### config.mk
export PLATFORM = sky130hd
export DESIGN_NAME = traffic_light_ctrl_module
export DESIGN_NICKNAME = d
export VERILOG_FILES = /design/src/rtl/traffic_light_ctrl_module_pkg.sv /design/src/rtl/traffic_light_ctrl_module_tick_gen.sv /design/src/rtl/traffic_light_ctrl_module.sv
export SDC_FILE = /design/constraint.sdc
export NUM_CORES = 1
export LEC_CHECK = 0
export ABC_AREA = 1
export CAP_MARGIN = 20
export CORE_ASPECT_RATIO = 1.2
export CORE_MARGIN = 5
export CORE_UTILIZATION = 59
export CTS_CLUSTER_SIZE = 30
export DETAILED_ROUTE_END_ITERATION = 8
export PLACE_DENSITY = 0.84
export SYNTH_ARGS = -nofsm -noshare
export SYNTH_HDL_FRONTEND = slang
export SYNTH_HIERARCHICAL = 1
export SYNTH_SLANG_ARGS = --single-unit
### constraint.sdc
create_clock -name CLK -period 2.7 [get_ports CLK]
set_input_delay 0.54 -clock CLK [delete_from_list [all_inputs] [get_ports CLK]]
set_output_delay 0.54 -clock CLK [all_outputs]
set_load 0.02 [all_outputs]
### src/rtl/traffic_light_ctrl_module_pkg.sv
// Shared definitions for the two-road traffic light sequencer.
// The package holds the phase encodings, the lamp patterns, the per-phase lamp
// decode and the fixed phase order. It has no ports.
package traffic_light_ctrl_module_pkg;

    typedef enum logic [1:0] {
        ST_NS_G = 2'd0,
        ST_NS_Y = 2'd1,
        ST_EW_G = 2'd2,
        ST_EW_Y = 2'd3
    } state_t;

    // Lamp sets are {R,Y,G}, with 1 meaning the lamp is on.
    localparam logic [2:0] LAMP_R   = 3'b100;
    localparam logic [2:0] LAMP_Y   = 3'b010;
    localparam logic [2:0] LAMP_G   = 3'b001;
    localparam logic [2:0] LAMP_OFF = 3'b000;

    typedef struct packed {
        logic [2:0] ns;
        logic [2:0] ew;
    } lamps_t;

    // Each phase keeps one road red, so both roads can never be non-red at once.
    function automatic lamps_t lamps_for(input state_t s);
        lamps_t l;
        case (s)
            ST_NS_G: l = '{ns: LAMP_G, ew: LAMP_R};
            ST_NS_Y: l = '{ns: LAMP_Y, ew: LAMP_R};
            ST_EW_G: l = '{ns: LAMP_R, ew: LAMP_G};
            default: l = '{ns: LAMP_R, ew: LAMP_Y};
        endcase
        return l;
    endfunction

    function automatic state_t next_state(input state_t s);
        state_t n;
        case (s)
            ST_NS_G: n = ST_NS_Y;
            ST_NS_Y: n = ST_EW_G;
            ST_EW_G: n = ST_EW_Y;
            default: n = ST_NS_G;
        endcase
        return n;
    endfunction

endpackage

### src/rtl/traffic_light_ctrl_module_tick_gen.sv
// One-second tick prescaler.
// Ports:
//   CLK   in  system clock
//   RSTn  in  asynchronous active-low reset
//   En    in  1 = prescaler counts; 0 = prescaler is frozen
//   Clr   in  1 = prescaler is forced to 0 (wins over En)
//   Tick  out 1 for the single cycle the count equals TICK_DIV-1 while counting
module traffic_light_ctrl_module_tick_gen #(
    parameter int TICK_DIV = 50_000_000
) (
    input  logic CLK,
    input  logic RSTn,
    input  logic En,
    input  logic Clr,
    output logic Tick
);

    localparam int             CW   = $clog2(TICK_DIV);
    localparam logic [CW-1:0]  LAST = CW'(TICK_DIV - 1);

    logic [CW-1:0] count;

    // Tick is combinational so the top can react in the same cycle. A clear
    // takes priority over counting, so it also suppresses the tick.
    assign Tick = En & ~Clr & (count == LAST);

    // NOTE: sequential state is written with non-blocking assignments only, so
    // every flop samples values from before the clock edge.
    always_ff @(posedge CLK or negedge RSTn) begin
        if (!RSTn) begin
            count <= '0;
        end else if (Clr) begin
            count <= '0;
        end else if (En) begin
            count <= (count == LAST) ? '0 : count + CW'(1);
        end
    end

endmodule

### src/rtl/traffic_light_ctrl_module.sv
// Two-road (NS/EW) traffic light sequencer with a per-phase seconds countdown.
// Ports:
//   CLK          in   system clock
//   RSTn         in   asynchronous active-low reset
//   Hold         in   1 = freeze prescaler, countdown and phase
//   Night_Mode   in   1 = both roads flash yellow; overrides Hold
//   NS_Light     out  {R,Y,G} lamps for north-south
//   EW_Light     out  {R,Y,G} lamps for east-west
//   Number_Data  out  remaining seconds of the current phase, binary 0..99
//   Phase_Done   out  1-cycle pulse on every phase change
module traffic_light_ctrl_module
    import traffic_light_ctrl_module_pkg::*;
#(
    parameter int TICK_DIV    = 50_000_000,
    parameter int GREEN_TIME  = 25,
    parameter int YELLOW_TIME = 3
) (
    input  logic       CLK,
    input  logic       RSTn,
    input  logic       Hold,
    input  logic       Night_Mode,
    output logic [2:0] NS_Light,
    output logic [2:0] EW_Light,
    output logic [7:0] Number_Data,
    output logic       Phase_Done
);

    localparam logic [7:0] GREEN_LEN  = 8'(GREEN_TIME);
    localparam logic [7:0] YELLOW_LEN = 8'(YELLOW_TIME);

    function automatic logic [7:0] phase_len(input state_t s);
        return (s == ST_NS_G || s == ST_EW_G) ? GREEN_LEN : YELLOW_LEN;
    endfunction

    state_t state;
    state_t state_nxt;
    logic   night_q;     // Night_Mode delayed by one cycle, for edge detection
    logic   flash;
    logic   flash_nxt;
    logic   tick;
    logic   en;
    logic   clr;

    // Night mode keeps the prescaler running even under Hold; either edge of
    // Night_Mode restarts the prescaler so a new mode starts on a full second.
    assign en  = ~Hold | Night_Mode;
    assign clr = Night_Mode ^ night_q;

    traffic_light_ctrl_module_tick_gen #(
        .TICK_DIV (TICK_DIV)
    ) u_tick_gen (
        .CLK  (CLK),
        .RSTn (RSTn),
        .En   (en),
        .Clr  (clr),
        .Tick (tick)
    );

    // NOTE: every variable is given a value on every path through always_comb,
    // otherwise synthesis would infer a latch to hold the old value.
    always_comb begin
        state_nxt = next_state(state);
        flash_nxt = 1'b1;                    // entering night mode starts lit
        if (night_q) begin
            flash_nxt = tick ? ~flash : flash;
        end
    end

    always_ff @(posedge CLK or negedge RSTn) begin
        if (!RSTn) begin
            state       <= ST_NS_G;
            Number_Data <= GREEN_LEN;
            NS_Light    <= LAMP_G;
            EW_Light    <= LAMP_R;
            Phase_Done  <= 1'b0;
            flash       <= 1'b0;
            night_q     <= 1'b0;
        end else begin
            night_q    <= Night_Mode;
            Phase_Done <= 1'b0;
            if (Night_Mode) begin
                // The phase register is left untouched; night exit restarts it.
                flash       <= flash_nxt;
                Number_Data <= 8'd0;
                NS_Light    <= flash_nxt ? LAMP_Y : LAMP_OFF;
                EW_Light    <= flash_nxt ? LAMP_Y : LAMP_OFF;
            end else if (night_q) begin
                // Leaving night mode restarts the cycle silently (no Phase_Done).
                state                  <= ST_NS_G;
                Number_Data            <= GREEN_LEN;
                {NS_Light, EW_Light}   <= lamps_for(ST_NS_G);
                flash                  <= 1'b0;
            end else if (!Hold && tick) begin
                if (Number_Data > 8'd1) begin
                    Number_Data <= Number_Data - 8'd1;
                end else begin
                    state                <= state_nxt;
                    Number_Data          <= phase_len(state_nxt);
                    {NS_Light, EW_Light} <= lamps_for(state_nxt);
                    Phase_Done           <= 1'b1;
                end
            end
        end
    end

endmodule

==> results_dict.tcl, run 1 <==
set metrics [dict create \
    status "complete, no violations" \
    reg2reg_from "u_tick_gen/count[0]" \
    r2r-end "Number_Data[7]" \
    layout_commonest_cell "nand2_1" \
    rows 28 \
    worstSetupStartpointType "input port" \
    die_h_um 87.4 \
    ys_seq_area_frac 0.384 \
    synthCells 390 \
    dieWidth_um 74.5 \
    numCtsBuffers 5 \
    setup_violations 0 \
    fin_hold_ws_ps 383 \
    slew_viol_final 0 \
    syn_area_sq_um 2950 \
    firstDrtPassIters 5 \
    drc 0 \
    synth_cell_types 33 \
    synth_edf_count 0 \
    dp_slack_ps 132 \
    relSlewSlack 0.351 \
    vias_per_cell 5.27 \
    hold_class "in2async" \
    syn-num-nets 404 \
    cts_resized 0 \
    synth_top_area_frac 0.339 \
    critPathSlowestCell "clkdlybuf4s50_1" \
    gp_congestion 0.880 \
    area_growth_pct 12.1 \
    finalInstanceArea_sq_um 3310 \
    synth_seq_cells 45 \
    tns_ps 0 \
    postCtsHoldBufs 0 \
    pin_count 19 \
    port_buffers 18 \
    cts_sinks 45 \
    routed_wl_mm 6.13 \
    p_leak_nw 1.56 \
    synth-main-ff-cell "dfrtp_1" \
    cts.htree.levels 2 \
    maxCapViolations 0 \
    finalCriticalPeriod_ps 2270 \
    fin_nets 431 \
    grt.total_usage 0.207 \
    antenna_found_initial 0 \
    final_antenna_net_count 0 \
    startpoint "Night_Mode" \
    fin_crit_sh 0.841 \
    path_cells "clkdlybuf4s50_1 -> inv_1 -> ha_1 -> nor2_1 -> inv_1 -> nor2_1 -> nand2_1 -> nand2_1 -> nand2_1 -> nor2_2 -> nand3_1 -> nand2_1 -> nor2_1" \
    cts_setup_buffers 0 \
    core_sq_um 4900 \
    hpwl_mm 4.50 \
    crit_path_max_fanout 4 \
    start_util 0.601 \
    max_stage_delay_ps 480 \
    mostFrequentLayoutCells "nand2_1, nor2_1, dfrtp_1" \
    cts_tree "done" \
    wl_per_cell_um 12.8 \
    insertion_delay_ps 310 \
    utilization 0.674 \
    ff2ff_setup_slack_ps 520 \
    worstPathArrival_ps 2470 \
    critPathKind "in2reg" \
    drt-initial-drc-count 115 \
    clock.fmax_ghz 0.440 \
    required_ps 2900 \
    hold_viol 0 \
    cts.clk_slew.worst_paths_ps 100 \
    grt-ovfl-total 0 \
    dpl_cell_area_sq_um 3190 \
    worstMarginPinSlew_ps 973 \
    vdd_drop_max_mv 0.238 \
    crit_top_cell "nand2_1" \
    avgSynthCellArea_sq_um 7.56 \
    grt_max_degree 45 \
    critPathCaptureType "flop" \
    synth_area_leaders "dfrtp_1, nand2_1, nor2_1" \
    cts_max_path_buffers 2 \
    rsz0062_at_grt "no" \
    route.vias.total 2521 \
    grt_pass1_wl_mm 10.5 \
    fin_skew_ps 8.95 \
    drive_gt1_frac 0.163 \
    yosys_warnings 6 \
    rr_worst_depth 14 \
    clock-root-buffer "clkbuf_8" \
    dieArea_sq_um 6520 \
    n_antenna_cell 0 \
    setup_slack_ps 429 \
    grt_pass1_vias 2454 \
    yosysTopAreaCell "dfrtp_1" \
    p_per_area_nw_per_um2 486 \
    async_reset_ff_frac 1.00 \
]
where the power goes:
part	leakage (nW)	switching [W]	total, W	internal, W
clock network	0.0543	0.000260	0.000538	0.000277
logic	0.910	0.000199	0.000320	0.000122
registers	0.599	0.0000385	0.000750	0.000712
metal layers:
| metal | vias to the layer above | track usage | wire length [um] |
|---|---|---|---|
| li1 | 1284 | - | - |
| met1 | 1169 | 0.243 | 2650 |
| met2 | 55 | 0.362 | 3100 |
| met3 | 13 | 0.0289 | 252 |
| met4 | 0 | 0.105 | 130 |
| met5 | - | 0 | 0 |
cell families (layout without fill, tap and decap cells):
kind of cell | count (synthesis) | in the layout | share of synthesized area
compound gates | 41 | 41 | 0.0916
buf+inv | 51 | 79 | 0.0776
flops | 45 | 45 | 0.384
xor+xnor | 13 | 13 | 0.0386
simple gates | 230 | 230 | 0.366
fa+ha+maj | 10 | 10 | 0.0424
flip-flops by register name (all words and copies together) (netlist names):
register	count
EW_Light	3
flash	1
night_q	1
state	2
Phase_Done	1
u_tick_gen/count	26
NS_Light	3
Number_Data	8
critical path, delay by kind of cell:
| kind | cells | cell delay, ps |
|---|---|---|
| adder cells (fa/ha/maj) | 1 | 300 |
| AND/OR/NAND/NOR | 9 | 980 |
| buffers and inverters | 3 | 640 |
cell usage after synthesis, types with 3 or more instances:
library cell  number
nand3_1           27
nor2_1            42
ha_1              10
inv_2              8
inv_1             39
nand2_4            4
dfstp_2            5
dfrtp_1           40
nor2_4             8
o21ai_0            7
nand4_1            5
o22ai_2            5
xor2_1            10
nor3_1             3
o21ai_2            5
nand2_1          123
nand2_2            8
xnor2_1            3
a21oi_1            9
o21ai_1           11
nor2_2             5
worst max path at each step:
stage | slack [ps] | end | depth (start not counted)
after floorplan | 480 | Number_Data[7] | 12
after global placement | 220 | Number_Data[7] | 13
after detailed placement | 130 | Number_Data[7] | 13
after CTS | 440 | Number_Data[7] | 13
after global routing | 210 | Number_Data[7] | 13
final | 430 | Number_Data[7] | 13
layout make-up:
type	instances	area, sq um
Clock buffer	5	68.8
Fill cell	402	1600
Inverter	47	176
Sequential cell	45	1130
Tap cell	60	75.1
Clock inverter	3	46.3
Timing Repair Buffer	24	220
Multi-Input combinational cell	294	1590
per-stage QoR:
step                      std cells  power (W)
after floorplan                 390   0.000979
after global placement          470    0.00108
after detailed placement        470    0.00109
after CTS                       478    0.00161
after global routing            478    0.00168
final                           478    0.00161
Power figures use the tool's default switching activity.
==> run 2: changes to the inputs <==
- clock period: 2.7 -> 2.1 ns (I/O delays scaled with it)
==> run 2 against run 1 <==
  * Clock skew shrank 2.5 ps
  * Wire length grew 4.9%
  * Critical path type is now reg2out
  * Largest cell class unchanged
  * Utilization grew 3.8 points
  * Highest routed layer unchanged
  * Worst setup slack lost 270 ps
  * Sequential power grew 28%
  * Die area is the same
  * Global-route usage grew 1.0 points
==> results_dict.tcl, run 2 (synthesized netlist as in run 1, its figures left out) <==
set metrics [dict create \
    drt-initial-drc-count 183 \
    mostFrequentLayoutCells "nand2_1, dfrtp_1, inv_1, nor2_1, nand3_1" \
    area_growth_pct 18.4 \
    hold_viol 0 \
    max_stage_delay_ps 620 \
    total_power_w 0.00210 \
    route.vias.total 2615 \
    dieWidth_um 74.5 \
    firstDrtPassIters 4 \
    switching_share 0.305 \
    largest_reg_flops 26 \
    final_antenna_net_count 0 \
    clock.fmax_ghz 0.515 \
    startpoint "Number_Data[3]" \
    fin_nets 447 \
    cts.clk_slew.worst_paths_ps 90 \
    finalCriticalPeriod_ps 1940 \
    clockPowerShare 0.319 \
    core_sq_um 4900 \
    fin_skew_ps 6.42 \
    vias_per_cell 5.29 \
    p_sw_w 0.000639 \
    status "complete, no violations" \
    port_buffers 18 \
    grt_pass1_vias 2624 \
    finalInstanceArea_sq_um 3490 \
    hold_class "in2async" \
    n_antenna_cell 0 \
    grt.total_usage 0.218 \
    drc 0 \
    cp_num_buf_inv 1 \
    reg2reg_from "u_tick_gen/count[15]" \
    worstMarginPinSlew_ps 546 \
    ff2ff_setup_slack_ps 170 \
    numCtsBuffers 5 \
    crit_family "buffers and inverters" \
    path_cells "clkdlybuf4s50_1" \
    internal-power_w 0.00146 \
    crit_path_max_fanout 5 \
    start_util 0.601 \
    dpl_cell_area_sq_um 3280 \
    vdd_drop_max_mv 0.337 \
    tns_ps 0 \
    grt-ovfl-total 0 \
    critPathCaptureType "primary output" \
    cts.htree.levels 2 \
    regMostFlops "u_tick_gen/count" \
    wl_per_cell_um 13.0 \
    layout_commonest_cell "nand2_1" \
    critPathKind "reg2out" \
    hpwl_mm 4.80 \
    postCtsHoldBufs 0 \
    grt_max_degree 24 \
    seqPwrFrac 0.459 \
    rows 28 \
    worstSetupStartpointType "flop" \
    setup_violations 0 \
    gp_congestion 0.874 \
    cts_tree "done" \
    worstPathArrival_ps 1520 \
    cts_max_path_buffers 2 \
    fin_crit_sh 0.924 \
    grt_pass1_wl_mm 11.2 \
    insertion_delay_ps 300 \
    relSlewSlack 0.636 \
    pin_count 19 \
    slew_viol_final 0 \
    routed_wl_mm 6.43 \
    combPwrFrac 0.223 \
    p_leak_nw 1.65 \
    p_per_area_nw_per_um2 601 \
    drive_gt1_frac 0.212 \
    maxCapViolations 0 \
    largestRegisters "u_tick_gen/count (26), Number_Data (8)" \
    cts_sinks 45 \
    die_h_um 87.4 \
    clock-root-buffer "clkbuf_8" \
    dieArea_sq_um 6520 \
    required_ps 1680 \
    critPathSlowestCell "clkdlybuf4s50_1" \
    antenna_found_initial 0 \
    fin_hold_ws_ps 91.1 \
]
## run 2: layer usage
metal,vias to the layer above,wire length (um),GRT usage
met2,64,3390,0.398
met1,1217,2580,0.241
li1,1313,-,-
met4,0,223,0.0971
met5,-,0,0
met3,21,243,0.0358
## run 2: repair_timing
item                                    in CTS  in global routing
endpoints found under the setup margin       1                 16
endpoints found under the hold margin        0                  0
resized for setup                            2                  8
pin swaps                                    0                  7
setup buffers                                0                  7
## run 2: through the flow
| stage | util | instances | setup slack (ps) |
|---|---|---|---|
| floorplan | - | 390 | 0.381 |
| global placement | 0.670 | 479 | -226 |
| detailed placement | 0.670 | 479 | -292 |
| CTS | 0.694 | 487 | 27.2 |
| global route | 0.712 | 494 | -17.1 |
| finish | 0.712 | 494 | 160 |
## run 2: final timing paths
path	endpoint	cells after the start
setup / recovery	Number_Data[3]	1
hold / removal	Number_Data[6]	1
setup reg to reg	Number_Data[7]	15
hold reg to reg	EW_Light[2]	2
max in group asynchronous	NS_Light[0]	2
min in group CLK	EW_Light[2]	2
## run 2: power by group through the flow
| stage | sequential, W | combinational, W | clock (W) |
|---|---|---|---|
| 5_1_grt | 0.000969 | 0.000519 | 0.000715 |
| 3_5_place_dp | 0.000979 | 0.000445 | 0 |
| 6_report | 0.000963 | 0.000467 | 0.000669 |
| 3_3_place_gp | 0.000976 | 0.000433 | 0 |
| 4_1_cts | 0.000963 | 0.000448 | 0.000679 |
| 2_1_floorplan | 0.00101 | 0.000247 | 0 |
## run 2: cell type report
class,count,area (sq um)
sequential,45,1130
multi-input combinational,294,1630
fill,389,1410
timing repair buffer,40,365
clock inverter,3,46.3
clock buffer,5,68.8
inverter,47,176
tap,60,75.1
==> RTL change 1, RTL diff (settings of run 1) <==
The 4 states of `state_t` get a Gray code encoding in 2 bits.
--- a/src/rtl/traffic_light_ctrl_module_pkg.sv
+++ b/src/rtl/traffic_light_ctrl_module_pkg.sv
@@ -4,10 +4,10 @@
 package traffic_light_ctrl_module_pkg;
 
     typedef enum logic [1:0] {
-        ST_NS_G = 2'd0,
-        ST_NS_Y = 2'd1,
-        ST_EW_G = 2'd2,
-        ST_EW_Y = 2'd3
+        ST_NS_G = 2'b00,
+        ST_NS_Y = 2'b01,
+        ST_EW_G = 2'b11,
+        ST_EW_Y = 2'b10
     } state_t;
 
     // Lamp sets are {R,Y,G}, with 1 meaning the lamp is on.
Behaviour: no difference found for any inputs over 10 cycles, from zero or initial values and one cycle with RSTn low; not proved beyond that.
==> RTL change 1 against run 1 <==
  * Worst hold slack lost 0.25 ns
  * Total power shrank 1.5%
  * Count of clock-buffer cells in the layout grew 1
  * Worst setup slack gained 0.0015 ns
  * Final cell count shrank 0.84%
  * Global-route usage grew 0.086 points
  * Design area grew 1.2%
  * Sequential share of layout area shrank 0.40 points
  * Sequential cell count is the same
  * Clock power shrank 5.0%
  * Synthesized cell count shrank 1.0%
  * Wire length shrank 0.80%
  * Sequential power shrank 1%
  * Area after synthesis grew 1.6%
==> RTL change 1: results (changes against run 1) <==
<table>
<tr><th>Metric</th><th>Value</th></tr>
<tr><th colspan="2">Outcome</th></tr>
<tr><td>Run status</td><td>completed</td></tr>
<tr><th colspan="2">Placement</th></tr>
<tr><td>Post-Place Worst Slack</td><td>0.108 ns (-0.0238 ns)</td></tr>
<tr><td>Post-Place Cell Area</td><td>0.00324 sq mm (+1.5%)</td></tr>
<tr><td>Routability-driven placement congestion ratio</td><td>0.882 (+0.20%)</td></tr>
<tr><th colspan="2">Global routing</th></tr>
<tr><td>Vias in the first global route</td><td>2489 (+1.4%)</td></tr>
<tr><td>Met3 capacity usage during global routing</td><td>3.90% (+1.0 points)</td></tr>
<tr><td>Met2 Resource Use GR</td><td>38.2% (+2.0 points)</td></tr>
<tr><td>Met1 layer usage reported by global route</td><td>24.8% (+0.51 points)</td></tr>
<tr><td>GRT Util Overall</td><td>20.8% (+0.086 points)</td></tr>
<tr><td>Global-route wire length before repair</td><td>10900 microns (+3.7%)</td></tr>
<tr><td>Pin count of the biggest net entering global routing</td><td>19 (-58%)</td></tr>
<tr><th colspan="2">Yosys</th></tr>
<tr><td>Commonest cells in the netlist</td><td>sky130_fd_sc_hd__nand2_1, sky130_fd_sc_hd__dfrtp_1, sky130_fd_sc_hd__inv_1, sky130_fd_sc_hd__nor2_1, sky130_fd_sc_hd__nand3_1</td></tr>
<tr><td>Leading post-synthesis cells by cell area</td><td>sky130_fd_sc_hd__dfrtp_1, sky130_fd_sc_hd__nand2_1, sky130_fd_sc_hd__inv_1, sky130_fd_sc_hd__nor2_4, sky130_fd_sc_hd__dfstp_2</td></tr>
<tr><td>Synth unique cells</td><td>34 (+3.0%)</td></tr>
<tr><td>Seq/Total Area, Yosys</td><td>37.8% (-0.59 points)</td></tr>
<tr><td>Average footprint of a synthesized cell</td><td>7.76 sq um (+2.6%)</td></tr>
<tr><th colspan="2">Cells and area</th></tr>
<tr><td>Share of post-route cells with drive strength above 1</td><td>19.1% (+2.8 points)</td></tr>
<tr><td>Core Util, Final</td><td>67.7% (+0.31 points)</td></tr>
<tr><td>Final-stage net count</td><td>427 (-0.93%)</td></tr>
<tr><td>Number of standard cells in the final layout excluding fillers</td><td>474 (-0.84%)</td></tr>
<tr><th colspan="2">STA</th></tr>
<tr><td>Max-slew headroom at the worst pin</td><td>74.1% (+39 points)</td></tr>
<tr><td>Clock skew</td><td>0.0175 ns (+0.00854 ns)</td></tr>
<tr><th colspan="2">Drt</th></tr>
<tr><td>Post-DR vias/cell</td><td>5.20 (-1.4%)</td></tr>
<tr><td>Wire length on met1</td><td>2520 microns (-4.8%)</td></tr>
<tr><td>Met2 wire length</td><td>3300 microns (+6.5%)</td></tr>
<tr><td>Amount of wire on met3 after detailed routing</td><td>207 microns (-18%)</td></tr>
<tr><td>Iter 0 DRT Violations</td><td>96 (-17%)</td></tr>
<tr><th colspan="2">Power and ir drop</th></tr>
<tr><td>Static Leakage</td><td>1.54 nW (-1.4%)</td></tr>
<tr><th colspan="2">Critical path</th></tr>
<tr><td>Maximum fanout along the worst path</td><td>8 (+4)</td></tr>
</table>
==> RTL change 1: cell types whose count changed after synthesis, moves of 2 or more <==
cell / delta
sky130_fd_sc_hd__inv_1: -3
sky130_fd_sc_hd__inv_2: +2
sky130_fd_sc_hd__nand2_1: -6
sky130_fd_sc_hd__nor2_1: -7
sky130_fd_sc_hd__nor2_4: +4
sky130_fd_sc_hd__o21ai_1: +2
==> RTL change 1: kinds of logic after synthesis <==
logic type	Yosys count	share of synthesized area, %
adders and majority gates	10	4.18
buffers and inverters	52	7.85
xor gates and xnor gates	13	3.80
DFF	45	37.8
AOI/OAI and AO/OA	40	8.77
and+or+nand+nor	226	37.6
==> RTL change 1: path summary, 6_finish.rpt <==
| kind | startpoint | end | slack [ns] | cells past startpoint |
|---|---|---|---|---|
| setup / recovery | Night_Mode | Number_Data[7]$_DFFE_PN0P_ | 0.43 | 13 |
| hold / removal | RSTn | EW_Light[1]$_DFFE_PN0P_ | 0.14 | 1 |
| setup reg to reg | night_q$_DFF_PN0_ | Number_Data[7]$_DFFE_PN0P_ | 0.49 | 12 |
| hold reg to reg | EW_Light[2]$_DFFE_PN1P_ | EW_Light[2]$_DFFE_PN1P_ | 0.47 | 2 |
| max in group asynchronous | RSTn | u_tick_gen/count[17]$_DFFE_PN0P_ | 1.97 | 2 |
| min in group CLK | EW_Light[2]$_DFFE_PN1P_ | EW_Light[2]$_DFFE_PN1P_ | 0.47 | 2 |
==> RTL change 1: report_power, final <==
| group | internal (W) | switching (W) | total, W | leakage (nW) |
|---|---|---|---|---|
| Clock | 0.000275 | 0.000236 | 0.000511 | 0.0552 |
| Combinational | 0.000123 | 0.000208 | 0.000331 | 0.888 |
| Sequential | 0.000711 | 0.0000311 | 0.000742 | 0.599 |
==> RTL change 1: critical path, stage by stage <==
cell and delay, ns:
sky130_fd_sc_hd__clkdlybuf4s50_1 0.48, sky130_fd_sc_hd__inv_1 0.06, sky130_fd_sc_hd__ha_1 0.30, sky130_fd_sc_hd__nor2_1 0.14
sky130_fd_sc_hd__inv_1 0.10, sky130_fd_sc_hd__nor2_1 0.18, sky130_fd_sc_hd__inv_2 0.09, sky130_fd_sc_hd__nor2_4 0.14
sky130_fd_sc_hd__nor2_4 0.08, sky130_fd_sc_hd__nor2_2 0.14, sky130_fd_sc_hd__nand2_2 0.06, sky130_fd_sc_hd__nor2_1 0.11
sky130_fd_sc_hd__nor2_2 0.05
==> RTL change 1: final cells by class <==
class / count / area (sq um)
Multi-Input combinational cell: 289 / 1630
Tap cell: 60 / 75.1
Sequential cell: 45 / 1130
Fill cell: 440 / 1590
Clock buffer: 6 / 72.6
Inverter: 48 / 183
Timing Repair Buffer: 24 / 220
Clock inverter: 2 / 35.0
==> RTL change 2, RTL diff (config.mk and constraints of run 1) <==
Made on the original files. `TICK_DIV` is set to 50_000_000 in 2 places; all go to 25_000_000.
--- a/src/rtl/traffic_light_ctrl_module_tick_gen.sv
+++ b/src/rtl/traffic_light_ctrl_module_tick_gen.sv
@@ -6,7 +6,7 @@
 //   Clr   in  1 = prescaler is forced to 0 (wins over En)
 //   Tick  out 1 for the single cycle the count equals TICK_DIV-1 while counting
 module traffic_light_ctrl_module_tick_gen #(
-    parameter int TICK_DIV = 50_000_000
+    parameter int TICK_DIV = 25_000_000
 ) (
     input  logic CLK,
     input  logic RSTn,
--- a/src/rtl/traffic_light_ctrl_module.sv
+++ b/src/rtl/traffic_light_ctrl_module.sv
@@ -11,7 +11,7 @@
 module traffic_light_ctrl_module
     import traffic_light_ctrl_module_pkg::*;
 #(
-    parameter int TICK_DIV    = 50_000_000,
+    parameter int TICK_DIV    = 25_000_000,
     parameter int GREEN_TIME  = 25,
     parameter int YELLOW_TIME = 3
 ) (
Check against the original RTL: same outputs for any inputs over 10 cycles, from zero or initial values and one cycle with RSTn low; that may be too few to reach the edited logic, so the function may still have changed.
==> RTL change 2 against run 1 <==
  * Area after synthesis is 6.0% lower
  * Wire length down 1.4%
  * First-iteration DRC count is 60% higher
  * Total power is 0.19% lower
  * Clock skew fell by 0.0040 ns
  * Via count shrank 0.56%
  * Clock power grew 3%
  * Design area shrank 3.9%
  * Critical path depth unchanged
  * Worst setup slack got worse by 0.11 ns
  * Non-clock buffer count unchanged
  * Sequential cell count fell by 1
  * Worst hold slack worse by 0.36 ns
  * Largest power group unchanged
  * Highest routed layer unchanged
==> RTL change 2: results (changes against run 1) <==
<table>
<tr><th>Metric</th><th>Value</th></tr>
<tr><th colspan="2">Yosys</th></tr>
<tr><td>Adder-cell share of the synthesized area</td><td>4.51% (+0.27 points)</td></tr>
<tr><td>XOR/XNOR Fraction of Synth Area</td><td>3.47% (-0.39 points)</td></tr>
<tr><td>Commonest cells in the netlist</td><td>sky130_fd_sc_hd__nand2_1, sky130_fd_sc_hd__inv_1, sky130_fd_sc_hd__dfrtp_1, sky130_fd_sc_hd__nor2_1, sky130_fd_sc_hd__nand3_1</td></tr>
<tr><td>Seq/Total Area, Yosys</td><td>39.9% (+1.5 points)</td></tr>
<tr><td>Net Count, Synth</td><td>391 (-3.2%)</td></tr>
<tr><th colspan="2">Cells and area</th></tr>
<tr><td>Biggest regs</td><td>u_tick_gen/count: 25 flops, Number_Data: 8 flops</td></tr>
<tr><td>Final-layout fill cell count</td><td>364 (-9.5%)</td></tr>
<tr><td>Share of post-route cells with drive strength above 1</td><td>12.1% (-4.2 points)</td></tr>
<tr><td>Final-stage net count</td><td>419 (-2.8%)</td></tr>
<tr><td>Number of standard cells in the final layout excluding fillers</td><td>464 (-2.9%)</td></tr>
<tr><th colspan="2">Power and ir drop</th></tr>
<tr><td>Power Internal</td><td>0.00114 W (+3.0%)</td></tr>
<tr><td>Worst IR Drop VDD</td><td>0.437 mV (+84%)</td></tr>
<tr><th colspan="2">Placement</th></tr>
<tr><td>Routability-driven placement congestion ratio</td><td>0.888 (+0.94%)</td></tr>
<tr><td>Hpwl dp</td><td>4380 microns (-2.7%)</td></tr>
<tr><td>Post-Place Worst Slack</td><td>0.0987 ns (-0.0335 ns)</td></tr>
<tr><td>Post-Place Cell Area</td><td>0.00303 sq mm (-5.0%)</td></tr>
<tr><th colspan="2">Global routing</th></tr>
<tr><td>Vias in the first global route</td><td>2442 (-0.49%)</td></tr>
<tr><td>GRT Util Overall</td><td>21.2% (+0.45 points)</td></tr>
<tr><th colspan="2">STA</th></tr>
<tr><td>Max-slew headroom at the worst pin</td><td>76.5% (+41 points)</td></tr>
<tr><th colspan="2">Outcome</th></tr>
<tr><td>Run status</td><td>completed</td></tr>
<tr><th colspan="2">Drt</th></tr>
<tr><td>Amount of wire on met3 after detailed routing</td><td>322 microns (+28%)</td></tr>
<tr><td>Iter 0 DRT Violations</td><td>184 (+60%)</td></tr>
<tr><td>Met2 wire length</td><td>3140 microns (+1.5%)</td></tr>
<tr><td>Drt first pass iters</td><td>4 (-1)</td></tr>
<tr><th colspan="2">Critical path</th></tr>
<tr><td>Worst reg-to-reg setup slack</td><td>0.50 ns (-0.02 ns)</td></tr>
<tr><td>Reg-to-Reg End</td><td>Number_Data[5]$_DFFE_PN0P_</td></tr>
</table>
RTL change 2: routing by layer:
layer / global-route usage [%] / up-vias
met5: 0 / -
met4: 9.73 / 0
met3: 4.27 / 18
met2: 36.9 / 78
met1: 24.5 / 1154
li1: - / 1257
RTL change 2: worst max-delay path by stage:
stage                     startpoint  slack (ns)  cells after the start                          to
after floorplan           Night_Mode        0.63                     12  Number_Data[7]$_DFFE_PN0P_
after global placement    Night_Mode        0.20                     13  Number_Data[7]$_DFFE_PN0P_
after detailed placement  Night_Mode         0.1                     13  Number_Data[7]$_DFFE_PN0P_
after CTS                 Night_Mode        0.39                     13  Number_Data[7]$_DFFE_PN0P_
after global routing      Night_Mode        0.20                     13  Number_Data[5]$_DFFE_PN0P_
final                     Night_Mode        0.32                     13  Number_Data[5]$_DFFE_PN0P_
RTL change 2: critical path, delay by kind of cell:
kind                       cells  cell delay (ns)
buffers and inverters          3             0.64
and+or+nand+nor                9             1.08
adders and majority gates      1             0.30
RTL change 2: final cells by class:
| type | count | area (sq um) | area share, % |
|---|---|---|---|
| Multi-Input combinational cell | 286 | 1470 | 46.4 |
| Tap cell | 58 | 72.6 | 2.28 |
| Inverter | 44 | 165 | 5.20 |
| Sequential cell | 44 | 1110 | 34.8 |
| Timing Repair Buffer | 24 | 233 | 7.32 |
| Clock inverter | 1 | 30.0 | 0.945 |
| Clock buffer | 7 | 96.3 | 3.03 |
RTL change 2: kinds of logic after synthesis:
kind of cell	count (synthesis)
buffers and inverters	47
AND/OR/NAND/NOR	227
adder cells (fa/ha/maj)	10
flip-flops	44
AO/OA/AOI/OAI	38
XOR/XNOR	11
